[config.mk]
export PLATFORM = sky130hd
export DESIGN_NAME = ahb_lite_monitor_flat
export DESIGN_NICKNAME = d
export VERILOG_FILES = /design/src/rtl/ahb_lite_monitor_if.sv /design/src/rtl/ahb_lite_monitor.sv /design/src/flat_wrapper.sv
export SDC_FILE = /design/constraint.sdc
export NUM_CORES = 1
export LEC_CHECK = 0
export CAP_MARGIN = 20
export CORE_MARGIN = 2
export CORE_UTILIZATION = 45
export CTS_BUF_LIST = sky130_fd_sc_hd__clkbuf_4
export DETAILED_ROUTE_END_ITERATION = 6
export PLACE_DENSITY = 0.61
export RECOVER_POWER = 25
export SKIP_LAST_GASP = 1
export SLEW_MARGIN = 15
export SYNTH_ARGS = -nofsm -noshare
export SYNTH_HDL_FRONTEND = slang
export SYNTH_SLANG_ARGS = --single-unit
[constraint.sdc]
create_clock -name HCLK -period 65.3 [get_ports HCLK]
set_clock_uncertainty 0.2 [all_clocks]
set_input_delay 13.06 -clock HCLK [delete_from_list [all_inputs] [get_ports HCLK]]
set_output_delay 13.06 -clock HCLK [all_outputs]
set_load 0.005 [all_outputs]
[src/rtl/ahb_lite_monitor_if.sv]
// AHB-Lite bus signal bundle observed by ahb_lite_monitor.
// master/slave modports describe the real bus agents; monitor is fully passive.
interface ahb_lite_monitor_if #(
  parameter int ADDR_W = 32,
  parameter int DATA_W = 32
);
  logic              HSEL;
  logic [ADDR_W-1:0] HADDR;
  logic [1:0]        HTRANS;
  logic              HWRITE;
  logic [2:0]        HSIZE;
  logic [DATA_W-1:0] HWDATA;
  logic [DATA_W-1:0] HRDATA;
  logic              HREADY;
  logic              HRESP;

  modport master (
    output HSEL, HADDR, HTRANS, HWRITE, HSIZE, HWDATA,
    input  HRDATA, HREADY, HRESP
  );

  modport slave (
    input  HSEL, HADDR, HTRANS, HWRITE, HSIZE, HWDATA,
    output HRDATA, HREADY, HRESP
  );

  modport monitor (
    input HSEL, HADDR, HTRANS, HWRITE, HSIZE, HWDATA, HRDATA, HREADY, HRESP
  );
endinterface

[src/rtl/ahb_lite_monitor.sv]
// Passive AHB-Lite monitor: pairs address and data phases into transfer
// records, buffers them in a show-ahead FIFO and flags protocol errors.
module ahb_lite_monitor #(
  parameter int ADDR_W = 32,
  parameter int DATA_W = 32,
  parameter int DEPTH  = 8
) (
  input  logic                HCLK,
  input  logic                HRESET,
  ahb_lite_monitor_if.monitor bus,
  input  logic                clr,
  input  logic                rec_ready,
  output logic                rec_valid,
  output logic [ADDR_W-1:0]   rec_addr,
  output logic [DATA_W-1:0]   rec_data,
  output logic                rec_write,
  output logic [2:0]          rec_size,
  output logic                rec_resp,
  output logic                overflow,
  output logic [15:0]         drop_cnt,
  output logic [2:0]          err_flags
);
  localparam int PW = $clog2(DEPTH);
  localparam int CW = PW + 1;
  localparam logic [2:0] SIZE_MAX = 3'($clog2(DATA_W / 8));

  typedef struct packed {
    logic [ADDR_W-1:0] addr;
    logic [DATA_W-1:0] data;
    logic              write;
    logic [2:0]        size;
    logic              resp;
  } rec_t;

  // True when any address bit below 2^size is set.
  function automatic logic misaligned(input logic [ADDR_W-1:0] addr, input logic [2:0] size);
    logic bad;
    bad = 1'b0;
    for (int i = 0; i < 7; i++) begin
      if ((i < ADDR_W) && (3'(i) < size)) begin
        bad = bad | addr[i];
      end else begin
        bad = bad;
      end
    end
    return bad;
  endfunction

  logic              pend_r;
  logic [ADDR_W-1:0] pend_addr_r;
  logic              pend_write_r;
  logic [2:0]        pend_size_r;
  logic              last_idle_r;
  rec_t              mem_r [DEPTH];
  logic [PW-1:0]     wr_ptr_r;
  logic [PW-1:0]     rd_ptr_r;
  logic [CW-1:0]     cnt_r;
  logic              overflow_r;
  logic [15:0]       drop_cnt_r;
  logic [2:0]        err_r;

  logic       accept_s;
  logic       complete_s;
  logic       idle_s;
  logic       full_s;
  logic       pop_s;
  logic       push_ok_s;
  logic       drop_s;
  logic [2:0] new_err_s;
  rec_t       push_rec_s;

  assign accept_s   = bus.HSEL & bus.HTRANS[1] & bus.HREADY;
  assign complete_s = pend_r & bus.HREADY;
  assign idle_s     = bus.HSEL & bus.HREADY & (bus.HTRANS == 2'b00);
  assign full_s     = (cnt_r == CW'(DEPTH));
  assign pop_s      = (cnt_r != CW'(0)) & rec_ready;
  assign push_ok_s  = complete_s & (~full_s | pop_s);
  assign drop_s     = complete_s & full_s & ~pop_s;

  // Build the completing record and the protocol errors of this edge.
  always_comb begin
    push_rec_s.addr  = pend_addr_r;
    push_rec_s.data  = pend_write_r ? bus.HWDATA : bus.HRDATA;
    push_rec_s.write = pend_write_r;
    push_rec_s.size  = pend_size_r;
    push_rec_s.resp  = bus.HRESP;
    new_err_s        = 3'b000;
    if (accept_s) begin
      new_err_s[0] = (bus.HTRANS == 2'b11) & last_idle_r;
      new_err_s[1] = (bus.HSIZE > SIZE_MAX);
      new_err_s[2] = misaligned(bus.HADDR, bus.HSIZE);
    end else begin
      new_err_s = 3'b000;
    end
  end

  // Single pending address-phase slot and IDLE history for the SEQ check.
  always_ff @(posedge HCLK or posedge HRESET) begin
    if (HRESET) begin
      pend_r       <= 1'b0;
      pend_addr_r  <= '0;
      pend_write_r <= 1'b0;
      pend_size_r  <= 3'b000;
      last_idle_r  <= 1'b1;
    end else begin
      if (accept_s) begin
        pend_r       <= 1'b1;
        pend_addr_r  <= bus.HADDR;
        pend_write_r <= bus.HWRITE;
        pend_size_r  <= bus.HSIZE;
        last_idle_r  <= 1'b0;
      end else if (complete_s) begin
        pend_r <= 1'b0;
      end
      if (idle_s) begin
        last_idle_r <= 1'b1;
      end
    end
  end

  // Record FIFO; a push into a full FIFO succeeds when the head pops on the same edge.
  always_ff @(posedge HCLK or posedge HRESET) begin
    if (HRESET) begin
      for (int i = 0; i < DEPTH; i++) begin
        mem_r[i] <= '0;
      end
      wr_ptr_r <= '0;
      rd_ptr_r <= '0;
      cnt_r    <= '0;
    end else begin
      if (push_ok_s) begin
        mem_r[wr_ptr_r] <= push_rec_s;
        wr_ptr_r        <= wr_ptr_r + PW'(1);
      end
      if (pop_s) begin
        rd_ptr_r <= rd_ptr_r + PW'(1);
      end
      case ({push_ok_s, pop_s})
        2'b10:   cnt_r <= cnt_r + CW'(1);
        2'b01:   cnt_r <= cnt_r - CW'(1);
        default: cnt_r <= cnt_r;
      endcase
    end
  end

  // Sticky status; a new event on a clr edge takes precedence over the clear.
  always_ff @(posedge HCLK or posedge HRESET) begin
    if (HRESET) begin
      overflow_r <= 1'b0;
      drop_cnt_r <= 16'h0000;
      err_r      <= 3'b000;
    end else begin
      err_r      <= (clr ? 3'b000 : err_r) | new_err_s;
      overflow_r <= (clr ? 1'b0 : overflow_r) | drop_s;
      if (clr) begin
        drop_cnt_r <= drop_s ? 16'h0001 : 16'h0000;
      end else if (drop_s && (drop_cnt_r != 16'hFFFF)) begin
        drop_cnt_r <= drop_cnt_r + 16'h0001;
      end
    end
  end

  assign rec_valid = (cnt_r != CW'(0));
  assign rec_addr  = mem_r[rd_ptr_r].addr;
  assign rec_data  = mem_r[rd_ptr_r].data;
  assign rec_write = mem_r[rd_ptr_r].write;
  assign rec_size  = mem_r[rd_ptr_r].size;
  assign rec_resp  = mem_r[rd_ptr_r].resp;
  assign overflow  = overflow_r;
  assign drop_cnt  = drop_cnt_r;
  assign err_flags = err_r;
endmodule
[src/flat_wrapper.sv]
// flat-port wrapper written by rule: the top's interface ports become plain ports
module ahb_lite_monitor_flat 
#(
  parameter int ADDR_W = 32,
  parameter int DATA_W = 32,
  parameter int DEPTH  = 8
)
  (HCLK, HRESET, clr, rec_ready, rec_valid, rec_addr, rec_data, rec_write, rec_size, rec_resp, overflow, drop_cnt, err_flags, bus_HSEL, bus_HADDR, bus_HTRANS, bus_HWRITE, bus_HSIZE, bus_HWDATA, bus_HRDATA, bus_HREADY, bus_HRESP);
  ahb_lite_monitor_if #(.ADDR_W(ADDR_W), .DATA_W(DATA_W)) bus_i ();
  input  logic HCLK;
  input  logic HRESET;
  input  logic clr;
  input  logic rec_ready;
  output logic rec_valid;
  output logic [ADDR_W-1:0] rec_addr;
  output logic [DATA_W-1:0] rec_data;
  output logic rec_write;
  output logic [2:0] rec_size;
  output logic rec_resp;
  output logic overflow;
  output logic [15:0] drop_cnt;
  output logic [2:0] err_flags;
  input wire logic [$bits(bus_i.HSEL)-1:0] bus_HSEL;
  input wire logic [$bits(bus_i.HADDR)-1:0] bus_HADDR;
  input wire logic [$bits(bus_i.HTRANS)-1:0] bus_HTRANS;
  input wire logic [$bits(bus_i.HWRITE)-1:0] bus_HWRITE;
  input wire logic [$bits(bus_i.HSIZE)-1:0] bus_HSIZE;
  input wire logic [$bits(bus_i.HWDATA)-1:0] bus_HWDATA;
  input wire logic [$bits(bus_i.HRDATA)-1:0] bus_HRDATA;
  input wire logic [$bits(bus_i.HREADY)-1:0] bus_HREADY;
  input wire logic [$bits(bus_i.HRESP)-1:0] bus_HRESP;
  assign bus_i.HSEL = bus_HSEL;
  assign bus_i.HADDR = bus_HADDR;
  assign bus_i.HTRANS = bus_HTRANS;
  assign bus_i.HWRITE = bus_HWRITE;
  assign bus_i.HSIZE = bus_HSIZE;
  assign bus_i.HWDATA = bus_HWDATA;
  assign bus_i.HRDATA = bus_HRDATA;
  assign bus_i.HREADY = bus_HREADY;
  assign bus_i.HRESP = bus_HRESP;
  ahb_lite_monitor #(.ADDR_W(ADDR_W), .DATA_W(DATA_W), .DEPTH(DEPTH)) u_core (.HCLK(HCLK), .HRESET(HRESET), .bus(bus_i), .clr(clr), .rec_ready(rec_ready), .rec_valid(rec_valid), .rec_addr(rec_addr), .rec_data(rec_data), .rec_write(rec_write), .rec_size(rec_size), .rec_resp(rec_resp), .overflow(overflow), .drop_cnt(drop_cnt), .err_flags(err_flags));
endmodule
Word level (Yosys, flattened, before mapping)
Cells that the tools add are included.
- $add $sub $neg: 5
- $lt $le $gt $ge: 11
- eq/ne operators: 5
- multiplexer cells: 31
- bitwise gates (word level): 23
- reductions and logical operators: 8
- operator list (operator ; count):
    552-bit bitwise mux ; 1
    69-bit binary-select mux with 3-bit select ; 1
    69-bit demux with 3-bit select ; 1
    69-bit two-way mux ; 3
    16-bit two-way mux ; 2
    32-bit two-way mux ; 1
    1-bit two-way mux ; 19
    16-bit by 1-bit adder with 16-bit output, second input constant ; 1
    16-bit inequality test, second input constant ; 1
    1-bit AND ; 10
    3-bit less-than comparator, first input constant ; 3
    4-bit greater-or-equal comparator, second input constant ; 2
    3-bit inverter with 4-bit output ; 2
    1-bit OR ; 8
    4-bit one-hot mux with 2 select lines ; 1
    2-bit nonzero test ; 4
    3-bit by 1-bit adder with 3-bit output, second input constant ; 2
    1-bit by 3-bit less-than comparator with 1-bit output, first input constant ; 2
    2-bit by 3-bit less-than comparator with 1-bit output, first input constant ; 2
    3-bit two-way mux ; 2
    4-bit by 1-bit adder with 4-bit output, second input constant ; 1
    2-bit equality test, second input constant ; 2
    4-bit equality test, second input constant ; 1
    4-bit by 1-bit less-than comparator with 1-bit output, second input constant ; 1
    8 further kinds ; 10
- register bits after elaboration: 620
- logic and storage cells: 134

Depth between registers and ports, before layout
- depth in word-level cells: 22
- mapped depth: 12
- gate-level depth less buffers: 10

Least setup slack after synthesis
OpenSTA, ideal clock, no wires.
- path kind: register to output
- from: reg u_core.rd_ptr_r[0]
- to: out rec_addr[0]
- data arrival time: 1.926 ns
- data required time: 52.040 ns
- path slack: 50.114 ns
- stages on the path, launching flop included: 6
- path buffers: 3
- cell sequence: dfrtp_1 > clkbuf_1 > clkbuf_1 > buf_2 > mux4_2 > mux2_2
- cells in the longest elaborated chain, start to end: 4
- RTL lines (element ; line ; RTL):
    start: declaration ; ahb_lite_monitor.sv:56 ; logic [PW-1:0] rd_ptr_r;
    start signal: assignment ; ahb_lite_monitor.sv:136 ; rd_ptr_r <= rd_ptr_r + PW'(1);
    3-bit inverter with 4-bit output (not written as such) ; ahb_lite_monitor.sv:164 ; assign rec_addr = mem_r[rd_ptr_r].addr;
    69-bit binary-select mux with 3-bit select ; ahb_lite_monitor.sv:164 ;
    69-bit two-way mux (not written as such) (2 in series) ; ahb_lite_monitor.sv:164 ;
    end: declaration ; flat_wrapper.sv:15 ; output logic [ADDR_W-1:0] rec_addr;
No other way between the ends. The select of a mux whose other input is x is not followed.

==> metrics.yaml <==
logic_synthesis:
  synth-seq-cells: 620
  yosysSeqAreaShare_pct: 55.70
  syn_area_mm2: 0.02786
  syn_nets: 2105
  synth_ff_type: "dfrtp_1"
  synth_area_leader_cell: "dfrtp_1"
  synth_warnings: 0
  yosysTopAreaCellShare_pct: 55.60
  synth.avg_cell_area_um2: 14.01
  synthArstFlopShare_pct: 100.0
  yosysUniqueCellTypes: 45
  synth.area.top_cells: "dfrtp_1 56%, mux2_2 12%, mux4_2 11%"
  syn_inst: 1989
  synth_edf_count: 0
sta:
  slew_headroom_pct: -304.7
  finalSetupViolations: 0
  drv_slew: 427
  rsz0062_at_grt: "false"
  min_period_ns: 19.70
  worstMarginPinSlew_ns: 6.071
  worst_hold_slack_ns: 0.2765
  finalCritPeriodShare_pct: 30.17
  tns_ns: 0
  fmax_ghz: 0.05075
  timing_hold_violations_final: 0
flow_run:
  cap_violations: 7
clocking:
  clk_latency_ns: 0.96
  cts.sinks: 620
  htreeDepth: 4
  tritoncts: "done"
  cts-resized-gates: 0
  post_cts_buffers: 0
  cts_root_buf: "clkbuf_4"
  cts_buffers: 162
  cts_max_path_buffers: 3
  clk_pin_slew_ns: 0.06
  cts_hold_buf: 0
critical_path:
  cp.arrival_ns: 19.77
  crit_type: "input port to async pin"
  cp_num_cells: 3
  r2r_end: "u_core.mem_r[485]"
  rrSetupSlack_ns: 60.09
  cp-start-kind: "input port"
  critPathMaxFanout: 139
  cp_data_required_time_ns: 65.37
  rr_startpoint: "u_core.cnt_r[0]"
  crit_slowest_cell: "clkinvlp_2"
  crit_path_max_incr_delay_ns: 3.32
  worstPathCellList: "dlygate4sd3_1 > clkinvlp_2 > clkbuf_1"
  ff2ff_path_depth: 7
  cp_num_buf_inv: 3
  cp-end-kind: "async pin"
  cp_top_family: "buffers and inverters"
cells_and_area:
  syn_to_final_growth_pct: 16.22
  nFillCells: 5244
  ff_latch_area_mm2: 0.01553
  multiInputGateArea_mm2: 0.01145
  fin_nets: 2352
  layout_common_cells: "615 x dfrtp_1, 309 x mux2_2, 243 x clkbuf_4"
  drive_gt1_share_pct: 35.59
  layout_commonest_cell: "dfrtp_1"
die:
  die_area_mm2: 0.06391
  start_util_pct: 45.31
  die_w_um: 252.8
  num_rows: 91
  pin_count: 199
  core-area_mm2: 0.06148
  die_h_um: 252.8
pwr:
  power_leakage_nw: 14.55
  vdd_drop_max_uv: 31.05
  power.density_mw_per_mm2: 47.68
drt:
  ant_nets: 0
  drt_iter0_drc: 983
  wirelength_mm: 64.32
  drcViolationCount: 0
  routedWlPerCell_um: 20.50
  drtPass1Iterations: 5
  viasPerCell: 5.453
  num_vias: 17110
worst_hold_path:
  whs_endpoint: "u_core.mem_r[79]"
  hold_start: "u_core.mem_r[79]"
  hold_path.class: "flip-flop to flip-flop"
  hold_path_depth: 2
global_route:
  grt_max_degree: 140
  grtUsageTotal_pct: 20.83
  grt_pass1_vias: 18550
  antenna_found_initial: 2
  grt_pass1_wl_mm: 102.7
  grt-ovfl-total: 0
placed_design:
  hpwl_mm: 37.64
  io_buffer_count: 198
  place_congestion: 0.7336
run_status:
  status: "finished, violations left"
  violations: "capacitance limit, slew limit"
-- metal layers --
metal / track usage, % / vias to the layer above / wire (µm)
li1: - / 7775 / -
met1: 27.89 / 8891 / 28760
met2: 33.41 / 376 / 31480
met4: 6.560 / 0 / 871
met3: 5.366 / 71 / 3210
met5: 0 / - / 0
-- per-stage QoR --
| step | instance area (µm²) | utilization (%) | total power [mW] | instances | setup WS [ns] |
|---|---|---|---|---|---|
| 2_1_floorplan | 27860 | - | 0.9963 | 1989 | 34.68 |
| 3_3_place_gp | 30250 | 49.20 | 1.180 | 2861 | 48.15 |
| 3_5_place_dp | 30250 | 49.20 | 1.204 | 2861 | 47.98 |
| 4_1_cts | 32420 | 52.73 | 1.568 | 3135 | 47.73 |
| 5_1_grt | 32380 | 52.66 | 1.647 | 3138 | 44.12 |
| 6_report | 32380 | 52.66 | 1.544 | 3138 | 45.60 |
-- registers in the layout (all words and copies together) (netlist names), 3 cells and up --
register / flops
u_core.cnt_r: 4
u_core.drop_cnt: 16
u_core.err_flags: 3
u_core.mem_r: 552
u_core.pend_addr_r: 32
u_core.pend_size_r: 3
u_core.rd_ptr_r: 3
u_core.wr_ptr_r: 3
-- worst register-to-register path, cell delays in order (launching register included) --
cell	delay, ns
dfrtp_1	0.40
or3_1	0.27
o21ba_1	0.32
clkinvlp_2	0.48
nor4_4	0.26
clkbuf_1	1.71
buf_4	0.97
mux2_2	0.46
-- synth_stat cells, types with 4 or more instances --
master and n:
mux2i_1 33, nand4b_1 4, dfrtp_1 619, mux4_2 138, ha_1 6, buf_1 10, and3_1 5, mux2_2 309
buf_2 40, nor2_1 144, a21oi_1 135, inv_1 7, mux2_4 92, xnor2_1 5, nand3_1 11, or3_1 4
nand4_1 7, o21ai_0 134, xor2_1 14, nand2_1 149, clkbuf_1 49, buf_6 29, buf_4 16
-- cells by family after synthesis --
group / Yosys count / share of synthesized area (%)
buffers and inverters: 152 / 3.243
multiplexers: 572 / 29.79
XOR/XNOR: 19 / 0.5974
AND/OR/NAND/NOR: 338 / 5.134
flip-flops: 620 / 55.70
adder cells (fa/ha/maj): 7 / 0.3413
AO/OA/AOI/OAI: 281 / 5.197
-- power breakdown --
group | total (mW) | leakage [nW] | internal [mW] | switching [mW]
Clock | 0.354 | 1.28 | 0.200 | 0.154
Sequential | 0.643 | 7.97 | 0.539 | 0.104
Combinational | 0.547 | 5.30 | 0.338 | 0.209
-- how the worst max path moves through the flow --
stage	start	endpoint	slack (ns)
floorplan	HRESET	u_core.cnt_r[0]	34.68
global placement	HRESET	u_core.mem_r[143]	48.15
detailed placement	HRESET	u_core.drop_cnt[11]	47.98
CTS	u_core.rd_ptr_r[0]	rec_size[0]	47.73
global route	HRESET	u_core.err_flags[0]	44.12
finish	HRESET	u_core.err_flags[0]	45.60
-- layout make-up --
class                           instances  share of cell area (%)
Clock inverter                         31                   1.067
Inverter                                8                  0.1005
Antenna cell                            2                 0.01546
Clock buffer                          243                   5.635
Tap cell                              790                   3.053
Sequential cell                       620                   47.96
Timing Repair Buffer                  227                   6.802
Multi-Input combinational cell       1217                   35.36
No activity file was read; power rests on OpenSTA's default activity.
==> RTL change 1 (same settings) <==
`DEPTH` is set to 8 in 2 places; all go to 16.
--- a/src/rtl/ahb_lite_monitor.sv
+++ b/src/rtl/ahb_lite_monitor.sv
@@ -4,5 +4,5 @@
   parameter int ADDR_W = 32,
   parameter int DATA_W = 32,
-  parameter int DEPTH  = 8
+  parameter int DEPTH  = 16
 ) (
   input  logic                HCLK,
--- a/src/flat_wrapper.sv
+++ b/src/flat_wrapper.sv
@@ -4,5 +4,5 @@
   parameter int ADDR_W = 32,
   parameter int DATA_W = 32,
-  parameter int DEPTH  = 8
+  parameter int DEPTH  = 16
 )
   (HCLK, HRESET, clr, rec_ready, rec_valid, rec_addr, rec_data, rec_write, rec_size, rec_resp, overflow, drop_cnt, err_flags, bus_HSEL, bus_HADDR, bus_HTRANS, bus_HWRITE, bus_HSIZE, bus_HWDATA, bus_HRDATA, bus_HREADY, bus_HRESP);
Behaviour: no difference found for any inputs over 4 cycles, from zero or initial values and one cycle with HRESET high; that may be too few to reach the edited logic, so the function may still have changed.
==> RTL change 1 against the original RTL <==
Worst setup slack got worse by 2.8 ns. The run still ends with capacitance limit, slew limit left. Maximum frequency decreased by 12%. Synthesized cell count increased by 88%. Wire length increased by 100%. Synthesized area increased by 86%. Sequential cell count increased by 555. Final area increased by 83%. Power increased by 72%. Final cell count increased by 84%. Count of clock-buffer cells in the layout increased by 260.
==> RTL change 1: results (changes against the original RTL) <==
- The checks that failed: capacitance limit, slew limit.
- The total wire length is 129000 um (+100%).
- The H-tree level count is 5 (+1).
- The fraction of final layout cells sized beyond drive strength 1 is 37.6% (+2.0 points).
- The proportion of synthesized chip area in sequential cells is 56.8% (+1.1 points).
- The total routing usage reported by global routing is 22.5% (+1.7 points).
- The detail-routed via count per cell is 5.54 (+1.6%).
- The clock latency on the worst-skew pair came to 1.18 ns (+0.22 ns).
- The power share of the combinational group is 31.7% (-3.7 points).
- The number of cells after detailed placement is 5194 (+82%).
- The worst-case reg-to-reg path depth was 5 (-2).
- The flow ran to the end, but the final reports show violations.
- The global placer's final weighted congestion is 0.746 (+1.7%).
- The count of different cell masters after synthesis is 47 (+4.4%).
- The number of slew-limit violations in the final report came to 887 (+110%).
- The reported clock group power was 656 uW (+85%).
- The flip-flop count of the largest register after layout is 1104 (+100%).
- The normalized max-slew margin is -268% (+36 points).
- The switching power total is 815 uW (+75%).
- The number of global-route vias before repair is 33800 (+82%).
- The placement-stage cell area is 55200 sq um (+83%).
- The CTS buffer count is 334 (+110%).
- The max capacitance violation total is 23 (+16).
- By count the netlist is led by 1174 x dfrtp_1, 631 x mux2_2, 398 x a21oi_1.
- The post-synthesis cell count was 3732 (+88%).
- The first-pass GRT wire length is 203000 um (+97%).
- The multi-input gate area in the final layout is 20900 sq um (+83%).
- The final layout net count came to 4142 (+76%).
==> RTL change 1: cell types whose count changed after synthesis, moves of 96 or more <==
cell | unedited run | this run
buf_2 | 40 | 136
a21oi_1 | 135 | 398
dfrtp_1 | 619 | 1174
nor2_1 | 144 | 391
mux4_2 | 138 | 345
mux2_2 | 309 | 631
clkbuf_1 | 49 | 167
==> RTL change 1: kinds of logic (layout without fill, tap and decap cells) <==
logic type	Yosys count	count (layout)	share of synthesized area, %
muxes	1009	1009	29.4
AOI/OAI and AO/OA	577	577	5.81
adders and majority gates	11	11	0.280
other	0	8	0
xor gates and xnor gates	10	10	0.169
buffers and inverters	355	864	2.99
DFF	1175	1175	56.8
and+or+nand+nor	595	595	4.63
==> RTL change 1: final timing paths <==
kind | startpoint | end | slack [ns]
min | u_core.mem_r[585] | u_core.mem_r[585] | 0.27
max reg2reg | u_core.cnt_r[1] | u_core.mem_r[669] | 59.64
min reg2reg | u_core.mem_r[585] | u_core.mem_r[585] | 0.27
min in group asynchronous | HRESET | u_core.mem_r[630] | 13.84
max in group HCLK | u_core.rd_ptr_r[0] | rec_data[19] | 46.49
max | HRESET | u_core.mem_r[44] | 42.79
==> RTL change 1: metal layers <==
layer | global-route usage [%] | routed length (um) | part of all wire, %
met3 | 4.28 | 5890 | 4.6
met5 | 0 | 8 | 0.0062
met2 | 35.9 | 62200 | 48
met1 | 31.1 | 57900 | 45
met4 | 7.99 | 2930 | 2.3
==> RTL change 1: cell type report <==
type	count	share of cell area, %
antenna	8	0.0339
clock buffer	503	6.39
clock inverter	52	0.476
inverter	11	0.0720
multi-input combinational	2202	35.4
sequential	1175	49.8
tap	1512	3.20
timing repair buffer	298	4.64
==> RTL change 2 (same flow settings) <==
Without the edit above. Reset style: synchronous (`HRESET`), changed in 3 clocked blocks.
--- a/src/rtl/ahb_lite_monitor.sv
+++ b/src/rtl/ahb_lite_monitor.sv
@@ -96,5 +96,5 @@
 
   // Single pending address-phase slot and IDLE history for the SEQ check.
-  always_ff @(posedge HCLK or posedge HRESET) begin
+  always_ff @(posedge HCLK) begin
     if (HRESET) begin
       pend_r       <= 1'b0;
@@ -120,5 +120,5 @@
 
   // Record FIFO; a push into a full FIFO succeeds when the head pops on the same edge.
-  always_ff @(posedge HCLK or posedge HRESET) begin
+  always_ff @(posedge HCLK) begin
     if (HRESET) begin
       for (int i = 0; i < DEPTH; i++) begin
@@ -145,5 +145,5 @@
 
   // Sticky status; a new event on a clr edge takes precedence over the clear.
-  always_ff @(posedge HCLK or posedge HRESET) begin
+  always_ff @(posedge HCLK) begin
     if (HRESET) begin
       overflow_r <= 1'b0;
Formal check against the unedited RTL: differs if HRESET is asserted again (counterexample within 4 cycles, from zero or initial values and one cycle with HRESET high); with HRESET held inactive, the same outputs for 4 cycles.
==> RTL change 2 against the original RTL <==
The flow still finishes with violations (capacitance limit, slew limit). Maximum frequency rose by 3.4%. Final cell count is 3.9% lower. Synthesized area fell by 2.3%. Worst setup slack better by 0.64 ns. Final area decreased by 0.51%. Sequential cell count is 3 higher. Wire length grew 4.2%. Critical endpoint is now u_core.mem_r[7][65].
Power is not compared: it rests on default switching activity, and its combinational part moved more than twofold at a synthesized area within 25%.
==> RTL change 2: results (changes against the original RTL) <==
- The final layout net count is 2224 (-5.4%).
- The first-pass GRT wire length is 103000 um (+0.30%).
- Among all stages on the critical path, the largest delay is contributed by clkbuf_1.
- The post-synthesis cell count is 1854 (-6.8%).
- The count of different cell masters after synthesis is 56 (+24%).
- The total number of vias is 16600 (-3.1%).
- The max capacitance violation total was 7 (unchanged).
- The worst hold path begins at u_core.overflow.
- The number of cells after detailed placement is 2722 (-4.9%).
- The worst-case hold path end point is u_core.overflow.
- The fraction of final layout cells sized beyond drive strength 1 is 23.7% (-12 points).
- The final reports fail on capacitance limit, slew limit.
- The placement-stage cell area was 30000 sq um (-0.90%).
- The worst-case reg-to-reg path depth is 6 (-1).
- The normalized max-slew margin is -124% (+180 points).
- Tracing the worst setup path back leads to its startpoint at bus_HREADY.
- The critical register-to-register path startpoint is u_core.cnt_r[1].
- The flow ran to the end, but the final reports show violations.
- The number of slew-limit violations in the final report came to 354 (-17%).
- The number of detailed-routing iterations run before antenna repair is 7 (+2).
- The fraction of registers with async set/reset came to 0% (-100 points).
- The reg-to-reg setup timing slack was 58.50 ns (-1.59 ns).
- Counting instances in the post-synthesis netlist gives the leading cell types as 552 x edfxtp_1, 269 x nor2_1, 154 x and3_1.
- The starting DRC count in detailed routing is 1175 (+20%).
- The global placer's final weighted congestion is 0.797 (+8.6%).
- The clock latency on the worst-skew pair was 1.00 ns (+0.04 ns).
- The critical path's largest stage delay is 2.36 ns (-0.96 ns).
- The number of flops mapped to enable cells by yosys is 552 (+552).
- The biggest fanout along the worst timing path is 80 (-42%).
- The non-filler instance count after layout is 3016 (-3.9%).
- The met2 usage is 37.0% (+3.6 points).
- The proportion of synthesized chip area in sequential cells is 66.1% (+10 points).
- The CTS buffer count is 164 (+1.2%).
- Sorting the synthesized cells by area gives the leading types as edfxtp_1 61%, mux4_2 11%, dfxtp_1 5.2%.
- The met1 capacity usage during global routing is 27.5% (-0.41 points).
- The number of global-route vias before repair is 17700 (-4.6%).
- The total design power is 942 uW.
- The pre-CTS worst setup slack is 47.58 ns (-0.404 ns).
- Among all flip-flop cells after synthesis, the most frequent one is edfxtp_1.
- The total wire length was 67100 um (+4.2%).
- The pin count of the biggest net entering global routing was 81 (-42%).
- The maximum clock rate is 52.5 MHz (+3.4%).
## RTL change 2: cell count changes in the layout (fill, tap and decap cells not counted), moves of 41 or more
cell / change
nand2_1: -61
and2_0: +41
and2_1: +108
mux2_4: -92
dfxtp_1: +67
dfrtp_1: -615
nor2_1: +125
edfxtp_1: +552
o21ai_0: -131
mux2_2: -240
a21oi_1: -76
and3_1: +149
## RTL change 2: worst max-delay path: cells and delay by family
kind | cells | cell delay, ns
AND/OR/NAND/NOR | 3 | 2.57
AO/OA/AOI/OAI | 1 | 0.13
buffers and inverters | 3 | 3.67
## RTL change 2: metal layers
metal  vias up  wire length (um)
met5         -                 0
met4         0              1650
met3       117              3960
met2       543             33800
met1      8333             27600
li1       7595                 -
## RTL change 2: layout make-up
| type | count | area (sq um) |
|---|---|---|
| Timing Repair Buffer | 226 | 2220 |
| Antenna cell | 3 | 7.51 |
| Fill cell | 5080 | 27900 |
| Sequential cell | 623 | 18000 |
| Multi-Input combinational cell | 1083 | 8790 |
| Tap cell | 782 | 978 |
| Inverter | 11 | 41.3 |
| Clock inverter | 34 | 254 |
| Clock buffer | 254 | 1910 |
## RTL change 2: where the power goes
| group | internal (mW) | switching, mW |
|---|---|---|
| clock | 0.192 | 0.159 |
| combinational | 0.0711 | 0.0633 |
| sequential | 0.447 | 0.00970 |
## RTL change 2: kinds of logic after synthesis
group,count (synthesis),synth area share (%)
buffers and inverters,148,2.10
DFF,623,66.1
muxes,242,15.6
and+or+nand+nor,732,13.6
AOI/OAI and AO/OA,98,2.21
xor gates and xnor gates,5,0.161
adders and majority gates,6,0.303
